===== src/rtl/filter_pkg.sv =====
// Shared definitions for the edge-filter frame sequencer.
// Holds the default frame geometry, coordinate widths, the filter mode and
// sequencer state enums, and helpers that map a requested mode to a legal mode
// and to its kernel radius.
package filter_pkg;

  localparam int unsigned IMG_W_DEFAULT = 320;
  localparam int unsigned IMG_H_DEFAULT = 240;
  localparam int unsigned COL_W         = 9;
  localparam int unsigned ROW_W         = 8;
  localparam int unsigned MODE_W        = 3;

  typedef enum logic [MODE_W-1:0] {
    MODE_PASS = 3'd0,
    MODE_3X3  = 3'd1,
    MODE_5X5  = 3'd2
  } mode_e;

  typedef enum logic [1:0] {
    StWaitSop = 2'd0,
    StInFrame = 2'd1,
    StResync  = 2'd2
  } seq_state_e;

  // Undefined request codes fall back to pass-through.
  function automatic mode_e sanitize_mode(input logic [MODE_W-1:0] req);
    mode_e m;
    case (req)
      3'd1:    m = MODE_3X3;
      3'd2:    m = MODE_5X5;
      default: m = MODE_PASS;
    endcase
    return m;
  endfunction

  function automatic logic [1:0] mode_radius(input mode_e mode);
    logic [1:0] r;
    case (mode)
      MODE_3X3: r = 2'd1;
      MODE_5X5: r = 2'd2;
      default:  r = 2'd0;
    endcase
    return r;
  endfunction

endpackage


===== src/rtl/filter_sequencer_if.sv =====
// Stream-side signal bundle of the filter sequencer.
// master: the stream source / monitor side (drives mode_req and beat qualifiers).
// slave:  the sequencer (drives freq_flag, col/row, border, status and count).
interface filter_sequencer_if
  import filter_pkg::*;
#(
  parameter int unsigned CNT_W = 16
);
  logic [MODE_W-1:0] mode_req;
  logic              valid_in;
  logic              ready_in;
  logic              startofpacket_in;
  logic              endofpacket_in;
  logic [MODE_W-1:0] freq_flag;
  logic [COL_W-1:0]  col;
  logic [ROW_W-1:0]  row;
  logic              border;
  logic              in_frame;
  logic              frame_done;
  logic              frame_err;
  logic [CNT_W-1:0]  frame_count;

  modport master (
    output mode_req, valid_in, ready_in, startofpacket_in, endofpacket_in,
    input  freq_flag, col, row, border, in_frame, frame_done, frame_err, frame_count
  );

  modport slave (
    input  mode_req, valid_in, ready_in, startofpacket_in, endofpacket_in,
    output freq_flag, col, row, border, in_frame, frame_done, frame_err, frame_count
  );
endinterface


===== src/rtl/pixel_position_counter.sv =====
// Column/row position of the next beat within an IMG_W x IMG_H frame.
// Ports: clk, reset (sync, active-high); advance steps one pixel in raster order;
// clear returns to (0,0); clear together with advance lands on the pixel after
// (0,0), used when an SOP beat is counted. col/row are registered; last_pixel
// flags (IMG_W-1, IMG_H-1).
module pixel_position_counter
  import filter_pkg::*;
#(
  parameter int unsigned IMG_W = IMG_W_DEFAULT,
  parameter int unsigned IMG_H = IMG_H_DEFAULT
) (
  input  logic             clk,
  input  logic             reset,
  input  logic             advance,
  input  logic             clear,
  output logic [COL_W-1:0] col,
  output logic [ROW_W-1:0] row,
  output logic             last_pixel
);

  localparam logic [COL_W-1:0] ColLast = COL_W'(IMG_W - 1);
  localparam logic [ROW_W-1:0] RowLast = ROW_W'(IMG_H - 1);

  logic [COL_W-1:0] col_q, col_d;
  logic [ROW_W-1:0] row_q, row_d;
  logic             col_end, row_end;

  assign col_end = (col_q == ColLast);
  assign row_end = (row_q == RowLast);

  always_comb begin
    col_d = col_q;
    row_d = row_q;
    if (clear) begin
      col_d = '0;
      row_d = '0;
      if (advance) begin
        col_d = COL_W'(1);
      end
    end else if (advance) begin
      if (col_end) begin
        col_d = '0;
        row_d = row_end ? '0 : row_q + ROW_W'(1);
      end else begin
        col_d = col_q + COL_W'(1);
      end
    end
  end

  always_ff @(posedge clk) begin
    if (reset) begin
      col_q <= '0;
      row_q <= '0;
    end else begin
      col_q <= col_d;
      row_q <= row_d;
    end
  end

  assign col        = col_q;
  assign row        = row_q;
  assign last_pixel = col_end && row_end;

endmodule


===== src/rtl/filter_sequencer.sv =====
// Frame-level controller for the edge filter.
// Ports: clk, reset (sync, active-high), bus (slave side of filter_sequencer_if).
// Tracks the raster position of accepted beats, latches the filter mode only
// between frames, decodes kernel-border pixels combinationally for the current
// beat, and reports completed (frame_done, frame_count) and malformed
// (frame_err) frames with one-cycle pulses.
module filter_sequencer
  import filter_pkg::*;
#(
  parameter int unsigned IMG_W = IMG_W_DEFAULT,
  parameter int unsigned IMG_H = IMG_H_DEFAULT,
  parameter int unsigned CNT_W = 16
) (
  input logic                clk,
  input logic                reset,
  filter_sequencer_if.slave  bus
);

  localparam logic [COL_W-1:0] ColLast = COL_W'(IMG_W - 1);
  localparam logic [ROW_W-1:0] RowLast = ROW_W'(IMG_H - 1);

  seq_state_e       state_q, state_d;
  mode_e            freq_q, freq_d;
  mode_e            mode_san;
  logic             done_q, done_d;
  logic             err_q, err_d;
  logic [CNT_W-1:0] count_q, count_d;

  logic             accept, sop_acc;
  logic             cnt_advance, cnt_clear;
  logic [COL_W-1:0] col;
  logic [ROW_W-1:0] row;
  logic             last_pixel;

  assign accept   = bus.valid_in && bus.ready_in;
  assign sop_acc  = accept && bus.startofpacket_in;
  assign mode_san = sanitize_mode(bus.mode_req);

  pixel_position_counter #(
    .IMG_W(IMG_W),
    .IMG_H(IMG_H)
  ) u_pos (
    .clk        (clk),
    .reset      (reset),
    .advance    (cnt_advance),
    .clear      (cnt_clear),
    .col        (col),
    .row        (row),
    .last_pixel (last_pixel)
  );

  always_comb begin
    state_d     = state_q;
    freq_d      = freq_q;
    done_d      = 1'b0;
    err_d       = 1'b0;
    count_d     = count_q;
    cnt_advance = 1'b0;
    cnt_clear   = 1'b0;

    unique case (state_q)
      StWaitSop, StResync: begin
        freq_d = mode_san;
        if (sop_acc) begin
          cnt_clear = 1'b1;
          if (bus.endofpacket_in) begin
            err_d   = 1'b1;
            state_d = StWaitSop;
          end else begin
            cnt_advance = 1'b1;
            state_d     = StInFrame;
          end
        end
      end

      StInFrame: begin
        if (accept) begin
          if (bus.startofpacket_in) begin
            // Stray SOP restarts at (0,0) under the newly requested mode; an EOP on the
            // same beat can only be a short frame since (0,0) is never the last pixel.
            err_d     = 1'b1;
            freq_d    = mode_san;
            cnt_clear = 1'b1;
            if (bus.endofpacket_in) begin
              state_d = StWaitSop;
            end else begin
              cnt_advance = 1'b1;
            end
          end else if (bus.endofpacket_in) begin
            freq_d    = mode_san;
            cnt_clear = 1'b1;
            state_d   = StWaitSop;
            if (last_pixel) begin
              done_d  = 1'b1;
              count_d = count_q + CNT_W'(1);
            end else begin
              err_d = 1'b1;
            end
          end else if (last_pixel) begin
            err_d     = 1'b1;
            freq_d    = mode_san;
            cnt_clear = 1'b1;
            state_d   = StResync;
          end else begin
            cnt_advance = 1'b1;
          end
        end
      end

      default: begin
        state_d = StWaitSop;
      end
    endcase
  end

  always_ff @(posedge clk) begin
    if (reset) begin
      state_q <= StWaitSop;
      freq_q  <= MODE_PASS;
      done_q  <= 1'b0;
      err_q   <= 1'b0;
      count_q <= '0;
    end else begin
      state_q <= state_d;
      freq_q  <= freq_d;
      done_q  <= done_d;
      err_q   <= err_d;
      count_q <= count_d;
    end
  end

  // Border decode of the beat currently on the bus; an SOP beat is (0,0) by definition.
  logic [COL_W-1:0] cur_c;
  logic [ROW_W-1:0] cur_r;
  logic [1:0]       radius;
  logic             edge_hit;

  always_comb begin
    cur_c    = sop_acc ? '0 : col;
    cur_r    = sop_acc ? '0 : row;
    radius   = mode_radius(freq_q);
    // c >= W-R written as c > (W-1)-R so the constant never needs an extra bit.
    edge_hit = (cur_c < COL_W'(radius)) || (cur_c > ColLast - COL_W'(radius)) ||
               (cur_r < ROW_W'(radius)) || (cur_r > RowLast - ROW_W'(radius));
  end

  assign bus.border      = ((state_q == StInFrame) || sop_acc) && (radius != 2'd0) && edge_hit;
  assign bus.freq_flag   = freq_q;
  assign bus.col         = col;
  assign bus.row         = row;
  assign bus.in_frame    = (state_q == StInFrame);
  assign bus.frame_done  = done_q;
  assign bus.frame_err   = err_q;
  assign bus.frame_count = count_q;

endmodule


===== src/flat_wrapper.sv =====
// flat-port wrapper written by rule: the top's interface ports become plain ports
module filter_sequencer_flat import filter_pkg::*;
#(
  parameter int unsigned IMG_W = IMG_W_DEFAULT,
  parameter int unsigned IMG_H = IMG_H_DEFAULT,
  parameter int unsigned CNT_W = 16
)
  (clk, reset, bus_mode_req, bus_valid_in, bus_ready_in, bus_startofpacket_in, bus_endofpacket_in, bus_freq_flag, bus_col, bus_row, bus_border, bus_in_frame, bus_frame_done, bus_frame_err, bus_frame_count);
  filter_sequencer_if #(.CNT_W(CNT_W)) bus_i ();
  input logic clk;
  input logic reset;
  input wire logic [$bits(bus_i.mode_req)-1:0] bus_mode_req;
  input wire logic [$bits(bus_i.valid_in)-1:0] bus_valid_in;
  input wire logic [$bits(bus_i.ready_in)-1:0] bus_ready_in;
  input wire logic [$bits(bus_i.startofpacket_in)-1:0] bus_startofpacket_in;
  input wire logic [$bits(bus_i.endofpacket_in)-1:0] bus_endofpacket_in;
  output wire logic [$bits(bus_i.freq_flag)-1:0] bus_freq_flag;
  output wire logic [$bits(bus_i.col)-1:0] bus_col;
  output wire logic [$bits(bus_i.row)-1:0] bus_row;
  output wire logic [$bits(bus_i.border)-1:0] bus_border;
  output wire logic [$bits(bus_i.in_frame)-1:0] bus_in_frame;
  output wire logic [$bits(bus_i.frame_done)-1:0] bus_frame_done;
  output wire logic [$bits(bus_i.frame_err)-1:0] bus_frame_err;
  output wire logic [$bits(bus_i.frame_count)-1:0] bus_frame_count;
  assign bus_i.mode_req = bus_mode_req;
  assign bus_i.valid_in = bus_valid_in;
  assign bus_i.ready_in = bus_ready_in;
  assign bus_i.startofpacket_in = bus_startofpacket_in;
  assign bus_i.endofpacket_in = bus_endofpacket_in;
  assign bus_freq_flag = bus_i.freq_flag;
  assign bus_col = bus_i.col;
  assign bus_row = bus_i.row;
  assign bus_border = bus_i.border;
  assign bus_in_frame = bus_i.in_frame;
  assign bus_frame_done = bus_i.frame_done;
  assign bus_frame_err = bus_i.frame_err;
  assign bus_frame_count = bus_i.frame_count;
  filter_sequencer #(.IMG_W(IMG_W), .IMG_H(IMG_H), .CNT_W(CNT_W)) u_core (.clk(clk), .reset(reset), .bus(bus_i));
endmodule

===== config.mk =====
export PLATFORM = sky130hd
export DESIGN_NAME = filter_sequencer_flat
export DESIGN_NICKNAME = d
export VERILOG_FILES = /design/src/rtl/filter_pkg.sv /design/src/rtl/filter_sequencer_if.sv /design/src/rtl/pixel_position_counter.sv /design/src/rtl/filter_sequencer.sv /design/src/flat_wrapper.sv
export SDC_FILE = /design/constraint.sdc
export NUM_CORES = 1
export LEC_CHECK = 0
export BUFFER_PORTS_ARGS = -buffer_cell sky130_fd_sc_hd__buf_4
export CORE_UTILIZATION = 49
export CTS_CLUSTER_SIZE = 28
export DETAILED_ROUTE_END_ITERATION = 8
export PLACE_DENSITY = 0.76
export RECOVER_POWER = 25
export SYNTH_ARGS = -nofsm -noshare
export SYNTH_HDL_FRONTEND = slang
export SYNTH_SLANG_ARGS = --single-unit

===== constraint.sdc =====
create_clock -name clk -period 2.5 [get_ports clk]
set_input_delay 0.375 -clock clk [delete_from_list [all_inputs] [get_ports clk]]
set_output_delay 0.375 -clock clk [all_outputs]
set_load 0.01 [all_outputs]

# == Word-level counts from Yosys, hierarchy flattened ==
# Index checks and enable logic that the tools add are counted.
# totals
ff_bits,40
input_bits,9
out_inout_bits,40
elab_cells,94
# classes
addsub,5
magnitude_cmp,4
n_eq_ne,13
muxes,41
n_bitwise,4
reduce_logical,20
# op_table
operator,n
$mux 9,4
$mux 1,18
$add 16x1->16 const B,1
$mux 8,2
$mux 2,6
$mux 3,4
$pmux 2 s2,3
$add 9x1->9 const B,1
$eq 9x9->1 const B,1
$gt 9x9->1,1
$lt 9x2->1,1
$sub 9x2->9 const A,1
$add 8x1->8 const B,1
$eq 8x8->1 const B,1
$gt 8x8->1,1
$lt 8x2->1,1
$sub 6x3->7 const A,1
$eq 3x1->1 const B,2
$eq 3x2->1 const B,2
$pmux 1 s2,3
$pmux 3 s2,1
$reduce_bool 2->1,3
$logic_and 1x1->1,5
$reduce_and 5->1,1
other kinds (14),22

# == Depth between registers and ports, before layout ==
# Gate-level depths: netlist of run 1.
# depth
depth_word,9
ltp_mapped,10
ltp_nobuf,9

# == Hierarchy ==
# From an unflattened synthesis of run 1, not the netlist that was laid out.
# unflattened
cells_unflattened,278
hier_area_um2,2293.4
# by_module_without_submodules
mod,instances,cells_per_inst,area_each_um2,seq_area_each_um2
filter_sequencer,1,180,1462.7,440.4
pixel_position_counter,1,98,830.8,340.3

# == Least setup slack after synthesis of run 1 ==
# OpenSTA, ideal clock, no wires.
# synth_path
path_kind,register -> register
from,"register u_core.u_pos.row_q[0], in the netlist u_core.u_pos.row[0]"
to,"register u_core.count_q[9], in the netlist u_core.bus.frame_count[9]"
setup_ns,0.071
arrival_time_ns,2.475
required_time_ns,2.429
setup_slack_ns,-0.045
path_stages_with_launch,10
path_buffers,1
synth_period_minus_slack_ns,2.545
cell_sequence,dfxtp_1 > ha_1 > nand4b_1 > nor4_2 > ha_1 > and4b_1 > nand4_1 > clkbuf_1 > or3_1 > a21oi_1
# synth_between
elab_chain_cells,3
# synth_rtl
element,line,source
start: declaration,pixel_position_counter.sv:25,"logic [ROW_W-1:0] row_q, row_d;"
start signal: assignment,pixel_position_counter.sv:56,row_q <= row_d;
$eq 8x8->1,pixel_position_counter.sv:29,assign row_end = (row_q == RowLast);
$logic_and 1x1->1,pixel_position_counter.sv:62,assign last_pixel = col_end && row_end;
named net u_core.last_pixel,filter_sequencer.sv:33,logic last_pixel;
$reduce_and 5->1 (no line),-,
end signal: assignment,filter_sequencer.sv:128,count_q <= count_d;
end: declaration,filter_sequencer.sv:27,"logic [CNT_W-1:0] count_q, count_d;"
# The timed path passes the listed nets, and every way through them passes these cells.
# A chain may end at the register's enable or synchronous reset.

# == Worst setup path after layout of run 1 ==
# layout_path
from,"register u_core.u_pos.row_q[0], in the netlist u_core.u_pos.row[0]"
to,"register u_core.count_q[6], in the netlist u_core.bus.frame_count[6]"
# The elaborated chain is that of the path after synthesis.

==> impl_metrics.env, run 1 <==
export IMPL_wl_per_cell_um=15.4
export IMPL_rsz0062_at_grt="true"
export IMPL_criticalPathCategory="reg2reg"
export IMPL_drive_gt1_share_pct=33.4
export IMPL_grt_use_met3_pct=4.70
export IMPL_num_vias=2475
export IMPL_fmax_mhz=405
export IMPL_grt_pass1_vias=2159
export IMPL_switching_share_pct=22.2
export IMPL_htree_levels=2
export IMPL_ys_seq_area_share_pct=33.3
export IMPL_path_max_fanout=7
export IMPL_placed_cells=397
export IMPL_yosys_warnings=0
export IMPL_antenna_found_initial=0
export IMPL_synth_most_common_cell="dfxtp_1"
export IMPL_min_to="u_core.bus.frame_err"
export IMPL_n_antenna_cell=0
export IMPL_end_kind="register"
export IMPL_synth_distinct_cells=54
export IMPL_area_growth_pct=35.8
export IMPL_ios=49
export IMPL_grt_util_met1_pct=33.5
export IMPL_drt_pass1_iterations=6
export IMPL_busiest_layer="met2"
export IMPL_required_ps=2730
export IMPL_status="complete, no violations"
export IMPL_fin_cells=411
export IMPL_clock_sinks=39
export IMPL_multiInputGateArea_um2=1560
export IMPL_cts_inserted_buffers=5
export IMPL_ff2ff_path_depth=10
export IMPL_slew_headroom_pct=62.3
export IMPL_vias_per_cell=6.02
export IMPL_die_area_um2=5060
export IMPL_synth_area_leaders="dfxtp_1 33%, ha_1 6.9%, a21oi_1 5.3%"
export IMPL_regArea_um2=795
export IMPL_reg2reg_from="u_core.u_pos.row[0]"
export IMPL_num_rows=24
export IMPL_port_buffers=47
export IMPL_grt_total_usage_pct=25.0
export IMPL_fin_crit_ps=2470
export IMPL_cts_buffer_depth=2
export IMPL_synth_edf_count=0
export IMPL_ys_seq_elements=39
export IMPL_synth_top_area_share_pct=33.3
export IMPL_met2_usage_pct=39.2
export IMPL_powerDensity_nw_per_um2=395
export IMPL_crit_reg2reg_capture="u_core.bus.frame_count[6]"
export IMPL_slew_violations=0
export IMPL_reg2reg_slack_ps=30
export IMPL_dpl_hpwl_um=4460
export IMPL_grt_pass1_wl_um=10000
export IMPL_vdd_drop_max_uv=275
export IMPL_n_fill_cell=349
export IMPL_holdCritStartpoint="bus_endofpacket_in"
export IMPL_synth_largest_area_cell="dfxtp_1"
export IMPL_pwr_share_seq_pct=49.8
export IMPL_final_hold_viol_count=0
export IMPL_power_frac_comb_pct=6.7
export IMPL_clk_pin_slew_worst_paths_ps=80
export IMPL_synthArstFlopShare_pct=0
export IMPL_nets=380
export IMPL_period_share_pct=98.8
export IMPL_synthTopCellsByCount="39 x dfxtp_1, 25 x a21oi_1, 22 x nand2_1, 19 x nand3_1, 15 x nor2_1"
export IMPL_ant_nets=0
export IMPL_p_switching_uw=279
export IMPL_power_share_clock_pct=43.6
export IMPL_hold_path_cell_count=3
export IMPL_dieWidth_um=71.2
export IMPL_finalWirelength_um=6310
export IMPL_skew_ps=3.71
export IMPL_drc=0
export IMPL_whs_ps=367
export IMPL_internal_power_uw=978
export IMPL_startpoint_type="register"
export IMPL_cts_tree="yes"
export IMPL_ys_flop_type="dfxtp_1"
export IMPL_syn_area_um2=2340
export IMPL_gp_congestion=0.911
export IMPL_coreArea_um2=4470
export IMPL_synthCells=286
export IMPL_clk_latency_ps=290
export IMPL_p_leak_uw=0.00125
export IMPL_syn_avg_cell_area_um2=8.19
export IMPL_critPathArrivalTime_ps=2700
export IMPL_syn_nets=308
export IMPL_cts_hold_fix_buffers=0
export IMPL_setup_viol=0
export IMPL_hold_class="in2reg"
export IMPL_root_buffer="clkbuf_8"
export IMPL_initial_core_util_pct=52.4
export IMPL_grt_max_degree=23
export IMPL_fp_dieH_um=71.2
export IMPL_worstMarginPinSlew_ps=566
export IMPL_grt_overflow=0
export IMPL_tns_ps=0
export IMPL_maxCapViolations=0
export IMPL_drt_iter0_drc=293
-- timing repair --
| action | 4_1_cts | 5_1_grt |
|---|---|---|
| resized for setup | 1 | 32 |
| pin swaps | 0 | 21 |
| gates cloned | 0 | 0 |
| setup endpoints to repair | 1 | 23 |
| buffers inserted | 0 | 8 |
-- stage by stage --
step	power, uW	cell area (um^2)	setup slack (ps)	utilization, %
2_1_floorplan	687	2350	8.22	-
3_3_place_gp	719	2900	157	64.8
6_report	1260	3180	29.5	71.1
4_1_cts	1260	3020	3.29	67.5
5_1_grt	1300	3180	-69.3	71.1
3_5_place_dp	720	2900	26.0	64.8
-- layout by cell type (no fill, tap or decap), types with 4 or more instances in the layout --
cell type	n
ha_4	4
o21ai_1	5
nor2_1	15
nand2_1	22
and2_1	6
ha_1	7
or3_1	7
buf_4	75
and3_1	4
nand3_1	19
xor2_1	5
nand4_1	7
inv_1	10
dfxtp_1	30
o2111ai_1	4
a211oi_1	4
or4_1	8
clkbuf_8	6
o31ai_1	10
a21oi_1	23
or2_2	5
dfxtp_2	8
o21ai_0	9
-- power by group through the flow --
stage / registers, uW / logic, uW / clock network [uW]
floorplan: 640 / 46.3 / 0
global placement: 640 / 78.7 / 0
detailed placement: 641 / 79.7 / 0
CTS: 626 / 80.3 / 555
global route: 626 / 91.7 / 583
finish: 626 / 84.0 / 548
-- worst max path at each step --
stage	startpoint	endpoint	slack (ps)	cells after the start
global placement	u_core.u_pos.row[0]	u_core.bus.frame_count[5]	160	9
global route	u_core.u_pos.row[0]	u_core.bus.frame_count[6]	-70	10
finish	u_core.u_pos.row[0]	u_core.bus.frame_count[6]	30	10
CTS	u_core.u_pos.row[0]	u_core.bus.frame_count[5]	3	9
detailed placement	u_core.u_pos.row[0]	u_core.bus.frame_count[5]	30	9
floorplan	u_core.u_pos.row[0]	u_core.bus.frame_count[9]	8	9
-- kinds of logic after synthesis --
family / count (synthesis) / synth area share [%]
buf+inv: 27 / 4.97
xor+xnor: 7 / 2.62
other cells: 1 / 0.160
fa+ha+maj: 14 / 7.37
flops: 39 / 33.3
compound gates: 79 / 22.2
simple gates: 116 / 28.1
mux: 3 / 1.28
-- flip-flops by register name (all words and copies together) (netlist names) --
name / count
u_core.bus.frame_count: 16
u_core.bus.frame_err: 1
u_core.u_pos.col: 9
u_core.bus.freq_flag: 2
u_core.bus.frame_done: 1
u_core.state_q: 2
u_core.u_pos.row: 8
-- per-layer routing --
| layer | routed length [um] | up-vias | share of wire [%] |
|---|---|---|---|
| li1 | - | 1209 | - |
| met1 | 2870 | 1172 | 45 |
| met2 | 2990 | 83 | 47 |
| met3 | 338 | 11 | 5.4 |
| met4 | 114 | 0 | 1.8 |
| met5 | 0 | - | 0 |
-- worst max-delay path: stages, from the launching register on --
cell and delay (ps):
dfxtp_2 360, ha_4 130, nand4b_1 180, nor4_4 370, ha_2 210, and4b_2 250
nand4_1 160, buf_4 190, buf_6 120, or3_1 310, a21oi_1 130
-- layout make-up --
cell class	instances	share of cell area [%]
repair buffers	80	18.8
inverters	12	1.42
flip-flops and latches	39	25.0
clock buffers	6	2.59
clock inverters	2	1.10
multi-input cells	220	49.1
well taps	52	2.04
Power figures use the tool's default switching activity.
==> inputs of run 2 (changes only) <==
--- a/config.mk
+++ b/config.mk
@@ -6,11 +6,13 @@
 export NUM_CORES = 1
 export LEC_CHECK = 0
 export BUFFER_PORTS_ARGS = -buffer_cell sky130_fd_sc_hd__buf_4
+export CORE_ASPECT_RATIO = 0.5
 export CORE_UTILIZATION = 49
 export CTS_CLUSTER_SIZE = 28
 export DETAILED_ROUTE_END_ITERATION = 8
 export PLACE_DENSITY = 0.76
 export RECOVER_POWER = 25
+export REMOVE_ABC_BUFFERS = 1
 export SYNTH_ARGS = -nofsm -noshare
 export SYNTH_HDL_FRONTEND = slang
 export SYNTH_SLANG_ARGS = --single-unit
==> run 2 against run 1 <==
First-iteration DRC count shrank 40%. Global-route usage up 1.8 points. Critical path depth down 4. Via count increased by 1.0%. Flip-flop and latch count did not move. Clock skew rose by 2.9 ps. Sequential power about the same. Design area grew 1.5%. Clock power shrank 22%. Setup slack worse by 9.4 ps. Wire length increased by 3.8%. Total power is 9.1% lower. Critical path type is now reg2out. Critical endpoint is now bus_border. Largest power group unchanged.
==> impl_metrics.env, run 2 (same netlist as run 1, synthesis figures left out) <==
export IMPL_die_area_um2=5080
export IMPL_nets=382
export IMPL_slowest_stage="or4_4"
export IMPL_finalWirelength_um=6560
export IMPL_crit_path_frequent_cell="buf_4"
export IMPL_final_common_cell="buf_4"
export IMPL_fin_cells=427
export IMPL_required_ps=2120
export IMPL_fp_dieH_um=50.9
export IMPL_drt_iter0_drc=175
export IMPL_drt_pass1_iterations=4
export IMPL_end_kind="output port"
export IMPL_path_max_fanout=7
export IMPL_cts_buffer_depth=2
export IMPL_cts_hold_fix_buffers=0
export IMPL_coreArea_um2=4490
export IMPL_antenna_found_initial=0
export IMPL_whs_ps=346
export IMPL_maxCapViolations=0
export IMPL_dp_slack_ps=-149
export IMPL_startpoint_type="register"
export IMPL_fin_crit_ps=2480
export IMPL_drc=0
export IMPL_criticalPathCategory="reg2out"
export IMPL_gp_congestion=0.909
export IMPL_path_cells="buf_4, or4_4, o31ai_2, o211ai_1, a311oi_2, buf_4"
export IMPL_status="complete, no violations"
export IMPL_grt_max_degree=23
export IMPL_root_buffer="clkbuf_8"
export IMPL_cts_tree="yes"
export IMPL_grt_pass1_wl_um=10700
export IMPL_vias_per_cell=5.85
export IMPL_final_cell_mix="77 x buf_4, 29 x dfxtp_1, 23 x a21oi_1"
export IMPL_port_buffers=47
export IMPL_clk_pin_slew_worst_paths_ps=80
export IMPL_power_uw=1140
export IMPL_placed_cells=415
export IMPL_p_leak_uw=0.00126
export IMPL_dpl_hpwl_um=4620
export IMPL_rsz0062_at_grt="true"
export IMPL_layout_setup_ws_ps=20.1
export IMPL_cp_slowest_stage_delay_ps=480
export IMPL_clock_sinks=39
export IMPL_fmax_mhz=403
export IMPL_grt_overflow=0
export IMPL_num_rows=17
export IMPL_place_area_um2=2940
export IMPL_cts_inserted_buffers=5
export IMPL_initial_core_util_pct=52.2
export IMPL_skew_ps=6.64
export IMPL_hold_class="in2reg"
export IMPL_final_hold_viol_count=0
export IMPL_grt_total_usage_pct=26.8
export IMPL_htree_levels=2
export IMPL_powerDensity_nw_per_um2=354
export IMPL_dieWidth_um=99.8
export IMPL_clk_latency_ps=300
export IMPL_setup_viol=0
export IMPL_ant_nets=0
export IMPL_period_share_pct=99.2
export IMPL_num_vias=2500
export IMPL_critPathArrivalTime_ps=2100
export IMPL_wl_per_cell_um=15.4
export IMPL_largest_reg_flops=16
export IMPL_slew_violations=0
export IMPL_stdcell_area_um2=3230
export IMPL_area_growth_pct=37.8
export IMPL_vdd_drop_max_uv=250
export IMPL_drive_gt1_share_pct=36.0
export IMPL_grt_pass1_vias=2268
export IMPL_ios=49
export IMPL_n_antenna_cell=0
[run 2: changes by cell type in the layout (fill, tap and decap cells not counted), sizes merged]
cell,change
clkbuf,-1
clkinvlp,+1
buf,+3
bufinv,-1
[run 2: layout make-up]
type                       instances  area, um^2
multi-input combinational        220        1600
fill                             344        1260
clock buffer                       6        72.6
clock inverter                     2        12.5
tap                               66        82.6
inverter                          12        45.0
sequential                        39         796
timing repair buffer              82         619
[run 2: worst paths after layout]
check	end	from	slack [ps]	cells after the start
worst min-delay path	u_core.bus.freq_flag[0]	bus_mode_req[0]	350	3
worst max register to register	u_core.bus.frame_count[12]	u_core.u_pos.row[1]	30	9
worst min register to register	u_core.bus.frame_count[15]	u_core.bus.frame_count[15]	500	2
worst max-delay path	bus_border	u_core.u_pos.col[3]	20	6
[run 2: where the power goes]
part           leakage [uW]  internal, uW  switching, uW
Clock             0.0000412           195            232
Sequential         0.000320           622           3.76
Combinational      0.000901          35.9           53.1
Total               0.00126           853            289
[run 2: timing repair]
item                                    CTS  global route
resized for setup                        12            32
endpoints found under the setup margin   20            26
pin swaps                                 6            19
setup buffers                             3             3
endpoints found under the hold margin     0             0
[run 2: metrics by stage]
stage	utilization [%]	setup TNS [ps]
after floorplan	-	-1260
after global placement	65.5	0
after detailed placement	65.5	-667
after CTS	68.7	0
after global routing	72.0	-515
final	72.0	0
[run 2: layer usage]
metal	part of all wire [%]	global-route usage (%)	wire length (um)	up-vias
met5	0	0	0	-
met4	1.6	10.5	108	0
met3	5.6	5.88	370	13
met2	50	46.6	3250	93
met1	43	32.7	2820	1184
li1	-	-	-	1210
[run 2: worst max-delay path, delay by kind of cell, from the launching register on]
family | cells | cell delay (ps)
AO/OA/AOI/OAI | 3 | 670
buffers and inverters | 2 | 330
flip-flops | 1 | 340
AND/OR/NAND/NOR | 1 | 480
==> inputs of run 3 (changes only) <==
--- a/config.mk
+++ b/config.mk
@@ -10,6 +10,7 @@
 export CORE_UTILIZATION = 49
 export CTS_CLUSTER_SIZE = 28
 export DETAILED_ROUTE_END_ITERATION = 8
+export MAX_ROUTING_LAYER = met4
 export PLACE_DENSITY = 0.76
 export RECOVER_POWER = 25
 export REMOVE_ABC_BUFFERS = 1
==> run 3 against run 2 <==
Critical path depth rose by 4. Sequential power is essentially flat. The run now ends with negative setup slack left. Register-to-register slack worse by 30 ps. Total power fell by 0.37%. Global-route usage rose by 0.21 points. Fmax down 0.90%. Flip-flop and latch count stayed put. Non-clock buffer count unchanged.
==> impl_metrics.env, run 3 (same netlist as run 1, synthesis figures left out) <==
export IMPL_failed_checks="negative setup slack"
export IMPL_internal_power_uw=853
export IMPL_layout_setup_ws_ps=-2.38
export IMPL_dieWidth_um=99.8
export IMPL_highest_layer="met4"
export IMPL_period_share_pct=100
export IMPL_post_route_util_pct=70.3
export IMPL_largest_reg_flops=16
export IMPL_grt_total_usage_pct=27.0
export IMPL_cts_hold_fix_buffers=0
export IMPL_dp_slack_ps=-105
export IMPL_grt_pass1_wl_um=10400
export IMPL_clk_pin_slew_worst_paths_ps=80
export IMPL_path_max_fanout=4
export IMPL_port_buffers=47
export IMPL_status="finished, violations left"
export IMPL_dpl_hpwl_um=4640
export IMPL_grt_max_degree=23
export IMPL_hold_class="in2reg"
export IMPL_cts_inserted_buffers=5
export IMPL_cts_tree="yes"
export IMPL_vias_per_cell=5.81
export IMPL_nets=382
export IMPL_coreArea_um2=4490
export IMPL_switching_share_pct=25.1
export IMPL_drive_gt1_share_pct=31.3
export IMPL_power_uw=1140
export IMPL_htree_levels=2
export IMPL_wl_per_cell_um=15.4
export IMPL_whs_ps=354
export IMPL_rsz0062_at_grt="true"
export IMPL_root_buffer="clkbuf_8"
export IMPL_drt_iter0_drc=127
export IMPL_final_cell_mix="65 x buf_4, 31 x dfxtp_1, 24 x a21oi_1"
export IMPL_slowest_stage="nor4_4"
export IMPL_final_hold_viol_count=0
export IMPL_cp_slowest_stage_delay_ps=380
export IMPL_gp_congestion=0.899
export IMPL_drt_met1_wl_um=2880
export IMPL_tns_ps=-2.38
export IMPL_maxCapViolations=0
export IMPL_ant_nets=0
export IMPL_crit_path_frequent_cell="buf_4"
export IMPL_drt_pass1_iterations=4
export IMPL_initial_core_util_pct=52.2
export IMPL_setup_viol=1
export IMPL_criticalPathCategory="reg2reg"
export IMPL_vdd_drop_max_uv=187
export IMPL_critPathArrivalTime_ps=2690
export IMPL_drc=0
export IMPL_antenna_found_initial=0
export IMPL_route_met3_wl_um=316
export IMPL_clk_latency_ps=290
export IMPL_startpoint_type="register"
export IMPL_area_growth_pct=34.6
export IMPL_clock_sinks=39
export IMPL_slew_violations=0
export IMPL_p_leak_uw=0.00120
export IMPL_finalWirelength_um=6560
export IMPL_power_frac_comb_pct=7.6
export IMPL_n_fill_cell=347
export IMPL_grt_pass1_vias=2271
export IMPL_required_ps=2680
export IMPL_route_met2_wl_um=3290
export IMPL_fmax_mhz=400
export IMPL_final_common_cell="buf_4"
export IMPL_n_antenna_cell=0
export IMPL_num_vias=2482
export IMPL_powerDensity_nw_per_um2=361
export IMPL_die_area_um2=5080
export IMPL_fp_dieH_um=50.9
export IMPL_cts_buffer_depth=2
export IMPL_num_rows=17
export IMPL_pwr_share_seq_pct=55.0
export IMPL_power_share_clock_pct=37.4
export IMPL_fin_crit_ps=2500
export IMPL_ios=49
export IMPL_end_kind="register"
export IMPL_path_cells="ha_4, nand4b_1, nor4_4, ha_2, and4b_2, nand4_1, buf_4, buf_4, o31ai_2, a21oi_2"
export IMPL_skew_ps=5.88
export IMPL_p_switching_uw=286
export IMPL_grt_overflow=0
==> run 3: path summary, 6_finish.rpt <==
kind | from | endpoint | slack (ps) | depth (start not counted)
worst min register to register | u_core.bus.freq_flag[0] | u_core.bus.freq_flag[0] | 490 | 2
worst max register to register | u_core.u_pos.row[1] | u_core.bus.frame_count[15] | -2 | 10
worst max-delay path | u_core.u_pos.row[1] | u_core.bus.frame_count[15] | -2 | 10
worst min-delay path | bus_mode_req[0] | u_core.bus.freq_flag[0] | 350 | 3
==> run 3: cell type report <==
cell class              instances  area (um^2)  area share [%]
clock inverters                 2         12.5           0.397
multi-input cells             220         1570            49.9
well taps                      66         82.6            2.62
clock buffers                   6         72.6            2.30
repair buffers                 82          576            18.2
flip-flops and latches         39          791            25.1
inverters                      12         47.5            1.51
==> run 3: power groups by stage <==
| stage | logic, uW | clock network [uW] | registers [uW] |
|---|---|---|---|
| 3_5_place_dp | 80.2 | 0 | 641 |
| 4_1_cts | 82.0 | 433 | 626 |
| 5_1_grt | 94.0 | 462 | 627 |
| 3_3_place_gp | 78.0 | 0 | 640 |
| 6_report | 86.3 | 426 | 626 |
| 2_1_floorplan | 36.7 | 0 | 641 |
==> run 3: routing by layer <==
metal	vias up	global-route usage, %
met3	11	5.06
li1	1207	-
met2	72	48.7
met1	1192	31.2
met5	-	-
met4	0	7.60
==> run 3: repair_timing <==
item	4_1_cts	5_1_grt
pin swaps	6	23
gates cloned	0	1
resized for setup	15	24
setup buffers	3	2
setup endpoints to repair	23	23
==> run 3: critical path: cells and delay by family (launching register included) <==
kind | cells | cell delay (ps)
AOI/OAI and AO/OA | 2 | 350
adders and majority gates | 2 | 370
buffers and inverters | 2 | 330
DFF | 1 | 360
and+or+nand+nor | 4 | 980
==> run 3: stage by stage <==
step | std cells | cell area [um^2]
final | 427 | 3150
after global routing | 427 | 3150
after CTS | 424 | 3100
after detailed placement | 414 | 2930
after global placement | 414 | 2930
after floorplan | 271 | 2270
